### config.mk
export PLATFORM = sky130hd
export DESIGN_NAME = dmem_responder
export DESIGN_NICKNAME = d
export VERILOG_FILES = /design/src/rtl/dmem_responder.sv
export SDC_FILE = /design/constraint.sdc
export NUM_CORES = 2
export LEC_CHECK = 0
export CAP_MARGIN = 20
export CORE_MARGIN = 3
export CORE_UTILIZATION = 45
export DETAILED_ROUTE_END_ITERATION = 7
export PLACE_DENSITY_LB_ADDON = 0.15
export SYNTH_ARGS = -nofsm -noshare
export SYNTH_HDL_FRONTEND = slang
export SYNTH_SLANG_ARGS = --single-unit
export TNS_END_PERCENT = 20
### constraint.sdc
create_clock -name clk_i -period 4.3 [get_ports clk_i]
set_input_delay 0.86 -clock clk_i [delete_from_list [all_inputs] [get_ports clk_i]]
set_output_delay 0.86 -clock clk_i [all_outputs]
set_load 0.005 [all_outputs]
### src/rtl/dmem_responder.sv
// rtl/dmem_responder.sv - multi-cycle data-memory responder with wait states and error reporting
module dmem_responder #(
   parameter int DEPTH_WORDS = 64,
   parameter int WAIT_CYCLES = 2
) (
   input  logic        clk_i,
   input  logic        rst_n,
   input  logic [15:0] addr_i,
   input  logic [15:0] data_i,
   input  logic        MemRead_i,
   input  logic        MemWrite_i,
   output logic [15:0] data_o,
   output logic        ready_o,
   output logic        err_o,
   output logic        busy_o
);

   localparam int          AW        = (DEPTH_WORDS > 1) ? $clog2(DEPTH_WORDS) : 1;
   localparam logic [15:0] DEPTH_C   = 16'(DEPTH_WORDS);
   localparam logic [3:0]  WAIT_C    = 4'(WAIT_CYCLES);
   localparam bit          ZERO_WAIT = (WAIT_CYCLES == 0);

   typedef enum logic [1:0] {
      S_IDLE,
      S_WAIT,
      S_RESP
   } state_t;

   state_t      state_q;
   logic [3:0]  cnt_q;
   logic [15:0] addr_q;
   logic [15:0] wdata_q;
   logic        rd_q;
   logic        wr_q;
   logic [15:0] data_q;
   logic        ready_q;
   logic        err_q;
   logic        busy_q;
   logic [15:0] mem_q [DEPTH_WORDS];

   logic [15:0]   sel_addr_d;
   logic [15:0]   sel_data_d;
   logic          sel_rd_d;
   logic          sel_wr_d;
   logic          sel_err_d;
   logic [AW-1:0] sel_idx_d;
   logic          req_d;
   logic          commit_d;

   // Pick the request being committed: live inputs for a zero-wait accept, latched copy otherwise
   always_comb begin
      req_d      = MemRead_i | MemWrite_i;
      sel_addr_d = addr_q;
      sel_data_d = wdata_q;
      sel_rd_d   = rd_q;
      sel_wr_d   = wr_q;
      if (state_q == S_IDLE) begin
         sel_addr_d = addr_i;
         sel_data_d = data_i;
         sel_rd_d   = MemRead_i;
         sel_wr_d   = MemWrite_i;
      end
      sel_err_d = sel_addr_d[0]
                | ({1'b0, sel_addr_d[15:1]} >= DEPTH_C)
                | (sel_rd_d & sel_wr_d);
      sel_idx_d = sel_addr_d[AW:1];
      commit_d  = ((state_q == S_IDLE) && req_d && ZERO_WAIT)
                | ((state_q == S_WAIT) && (cnt_q == 4'd0));
   end

   // Request FSM, wait counter, array commit and registered response outputs
   always_ff @(posedge clk_i) begin
      if (!rst_n) begin
         state_q <= S_IDLE;
         cnt_q   <= 4'd0;
         addr_q  <= 16'd0;
         wdata_q <= 16'd0;
         rd_q    <= 1'b0;
         wr_q    <= 1'b0;
         data_q  <= 16'd0;
         ready_q <= 1'b0;
         err_q   <= 1'b0;
         busy_q  <= 1'b0;
         for (int i = 0; i < DEPTH_WORDS; i++) begin
            mem_q[i] <= 16'd0;
         end
      end else begin
         ready_q <= 1'b0;
         err_q   <= 1'b0;

         // The commit edge is the one that enters RESP; errors never touch the array or data_o
         if (commit_d) begin
            if (!sel_err_d && sel_wr_d) begin
               mem_q[sel_idx_d] <= sel_data_d;
            end
            if (!sel_err_d && sel_rd_d) begin
               data_q <= mem_q[sel_idx_d];
            end
            ready_q <= 1'b1;
            err_q   <= sel_err_d;
         end

         case (state_q)
            S_IDLE: begin
               if (req_d) begin
                  addr_q  <= addr_i;
                  wdata_q <= data_i;
                  rd_q    <= MemRead_i;
                  wr_q    <= MemWrite_i;
                  busy_q  <= 1'b1;
                  if (ZERO_WAIT) begin
                     state_q <= S_RESP;
                  end else begin
                     cnt_q   <= WAIT_C - 4'd1;
                     state_q <= S_WAIT;
                  end
               end
            end
            S_WAIT: begin
               if (cnt_q == 4'd0) begin
                  state_q <= S_RESP;
               end else begin
                  cnt_q <= cnt_q - 4'd1;
               end
            end
            S_RESP: begin
               state_q <= S_IDLE;
               busy_q  <= 1'b0;
            end
            default: begin
               state_q <= S_IDLE;
               busy_q  <= 1'b0;
            end
         endcase
      end
   end

   assign data_o  = data_q;
   assign ready_o = ready_q;
   assign err_o   = err_q;
   assign busy_o  = busy_q;

endmodule

==> summary.txt <==
Status
  • Status: completed

Placement
  • Area after DPL: 50700 µm²
  • Placed Cells incl. Taps: 5211
  • Port bufs: 54
  • Post-DP HPWL: ~99000 µm
  • Dpl ws: -0.0761 ns
  • Final GP Congestion: around 0.89

Yosys
  • Synth Net Count: 3825
  • Post-synth EDFFs: just over 1000
  • Mapped Cells: approximately 3800
  • Area fraction of the dominant cell type after synthesis: between 60% and 70%
  • Netlist cell types: just under 70
  • Post-synthesis sequential area ratio: just under 70%
  • Synth Flop Type: edfxtp_1
  • Synth warnings: 0
  • Largest area contributor in the netlist: edfxtp_1
  • Syn avg cell area: between 10 and 15 µm²
  • Fraction of registers with async set/reset: 0%
  • Ranking of synthesized cells by area: edfxtp_1, nor2_1, mux2i_1, dfxtp_1, nand2_1
  • Synth Register Bits: approximately 1100
  • Synthesized area: around 46000 µm²

Final layout
  • Cell area after layout: 54500 µm²
  • Ratio of cells with drive above 1 in the final layout: between 15 and 20%
  • Fin cells: 5432
  • Synth-to-Final Area Change: 17.4%
  • Area of the multi-input gates: around 13000 µm²
  • Total Nets Final: between 3000 and 4000
  • Reg area: 31900 µm²
  • Layout fillers: a little under 9000
  • Final core utilization: roughly 53%

Power and ir drop
  • Pleak: 20.0 nW
  • P per Cell Area: between 400 and 500 nW/µm²
  • Power Total: 27.1 mW
  • Maximum VDD drop: between 0.4 and 0.5 mV

Critical path
  • CP required: a little under 5 ns
  • Crit Path Max Fanout: 17
  • Crit path buf inv count: 1
  • Crit start category: flop
  • CP Capture Type: flop
  • Critical path class: reg -> reg
  • Worst path cell trace: o21bai_1, o22ai_4, buf_4, a221o_1, a221oi_1, o221ai_1, a21oi_1, a41oi_1
  • Worst EP arrival: between 4 and 5 ns
  • CP max-delay cell: o21bai_1
  • Reg2Reg Launch Point: state_q[1]$_SDFFE_PN0P_
  • Top cell family by delay on the critical path: compound AO/OA/AOI/OAI gates
  • Crit path launch: state_q[1]$_SDFFE_PN0P_
  • Max incr delay on CP: approximately 0.8 ns

Flow run
  • Max_cap viols: 0

Clocking
  • Max clock buf depth: 3
  • Worst-Skew Late Latency: between 0.7 and 0.8 ns
  • H-tree depth: 3
  • CTS tree: done
  • Num Clock Sinks: roughly 1100
  • Root Buffer: clkbuf_16
  • Setup Buffers After CTS: 0
  • Total CTS buffers: 115
  • Worst-path clk slew: approximately 0.060 ns
  • CTS resizes: 0
  • Hold-fix buffers, CTS: 0

Timing
  • Setup Total Neg Slack: 0 ns
  • Tmin final: 3.90 ns
  • F_max: around 0.26 GHz
  • Worst hold slack: between 0.4 and 0.5 ns
  • Setup Skew: between 0.03 and 0.04 ns
  • Worst Max-Slew Pin Slew: 1.19 ns
  • RSZ-0062 raised after global routing: false
  • Max-slew violation count: 0
  • Min setup slack post-route: slightly above 0.4 ns
  • Final Setup Violations: 0
  • Worst slew margin: 18.9%
  • Fin crit share: roughly nine tenths
  • Final hold viol count: 0

Drt
  • Routed Wire Length: 161000 µm
  • DR pass1 iterations: 7
  • Vias: about 33000
  • Wire per inst: 29.6 µm
  • DR vias/cell: around 6.1
  • Iteration-0 DRC Markers: roughly 4700
  • Post-route DRC: 0
  • Routed Antenna Nets: 0

Floorplanning
  • Die ar.: between 100000 and 150000 µm²
  • Die Y: approximately 330 µm
  • Core area: approximately 100000 µm²
  • Initial Util: ~46%
  • DIE WIDTH: about 330 µm
  • Row count: ~120
  • IO Pins: between 50 and 60

Worst hold path
  • HP Class: in -> reg
  • HP Start: rst_n

Global route
  • Largest net degree at the start of global routing: 100
  • First-pass GRT wire length: 231000 µm
  • Congestion Overflow GR: 0
  • Number of global-route vias before repair: ~32000
  • Initial antenna violation count: 5
  • Total track usage: between 20% and 30%
-- placed cells by master, fill, tap and decap left out, types with 12 or more instances in the layout --
| cell type | instances |
|---|---|
| a221oi_1 | 26 |
| nand2_2 | 64 |
| nand4_1 | 18 |
| clkbuf_8 | 13 |
| a22o_1 | 32 |
| a21boi_0 | 12 |
| nand3_1 | 16 |
| buf_12 | 52 |
| clkinv_2 | 20 |
| clkinv_1 | 19 |
| buf_4 | 268 |
| edfxtp_1 | 1024 |
| o22ai_1 | 128 |
| mux2i_1 | 269 |
| dfxtp_1 | 59 |
| o21ai_0 | 113 |
| nor2_1 | 1061 |
| clkdlybuf4s50_1 | 53 |
| mux2i_4 | 16 |
| nor3_1 | 12 |
| a22oi_1 | 105 |
| nand2_1 | 246 |
| a32o_1 | 17 |
| clkbuf_1 | 31 |
| a21oi_1 | 71 |
| a31oi_1 | 27 |
| clkbuf_16 | 119 |
-- path summary, 6_finish.rpt --
check,to,slack [ns],depth (start not counted)
hold reg to reg,addr_q[12]$_SDFFE_PN0P_,0.47,2
setup reg to reg,data_o[8]$_SDFFE_PN0P_,0.40,8
setup / recovery,data_o[8]$_SDFFE_PN0P_,0.40,8
hold / removal,state_q[1]$_SDFFE_PN0P_,0.47,2
-- per-layer routing --
metal / global-route usage (%) / up-vias / wire (µm)
met5: 0 / - / 29
met4: 9.39 / 4 / 5750
met2: 44.7 / 1910 / 70900
met3: 7.13 / 325 / 18200
met1: 43.0 / 16601 / 65700
li1: - / 14122 / -
-- state kept, by name (all words and copies together), names as in the netlist --
signal / count
addr_q: 16
busy_o: 1
cnt_q: 4
data_o: 16
err_o: 1
mem_q: 1024
rd_q: 1
ready_o: 1
state_q: 2
wdata_q: 16
wr_q: 1
-- cell type report --
type                            count  share of cell area [%]
Timing Repair Buffer              373                    6.57
Sequential cell                  1083                    58.6
Clock inverter                     55                   0.968
Inverter                            3                  0.0207
Multi-Input combinational cell   2384                    24.7
Antenna cell                        3                  0.0138
Clock buffer                      163                    6.00
Tap cell                         1368                    3.14
-- synth_stat cells (all sizes together) (7+ instances only) --
master and instances:
nand2b 8, buf 142, and3 7, a31oi 28, a21oi 71, dfxtp 59, o22ai 135, edfxtp 1024
a221o 7, clkbuf 176, nand4 19, o21a 8, nor3 20, a22oi 105, nor2 1069, a21boi 12
nand3 16, a221oi 26, o31a 8, mux2i 286, a22o 32, o21ai 115, a32o 17, nand2 311
a222oi 9
-- kinds of logic (layout without fill, tap and decap cells) --
kind of cell,Yosys count,in the layout,share of synthesized area [%]
other,0,3,0
XOR/XNOR,2,2,0.0377
multiplexers,287,287,6.19
AND/OR/NAND/NOR,1490,1490,13.2
buffers and inverters,321,594,2.96
AO/OA/AOI/OAI,604,604,8.80
flip-flops,1083,1083,68.8
adder cells (fa/ha/maj),1,1,0.0269
-- worst register-to-register path: stages (launching register included) --
cell and delay, ns:
dfxtp_1 0.46, o21bai_1 0.81, o22ai_4 0.35, buf_4 0.35, a221o_1 0.33, a221oi_1 0.42, o221ai_1 0.33, a21oi_1 0.53
a41oi_1 0.20
-- report_power, final --
part           switching (mW)  internal, mW  total, mW
Combinational            3.50          1.45       4.96
Sequential              0.178          11.9       12.1
Clock                    4.21          5.82       10.0
(Power assumes the default switching activity.)
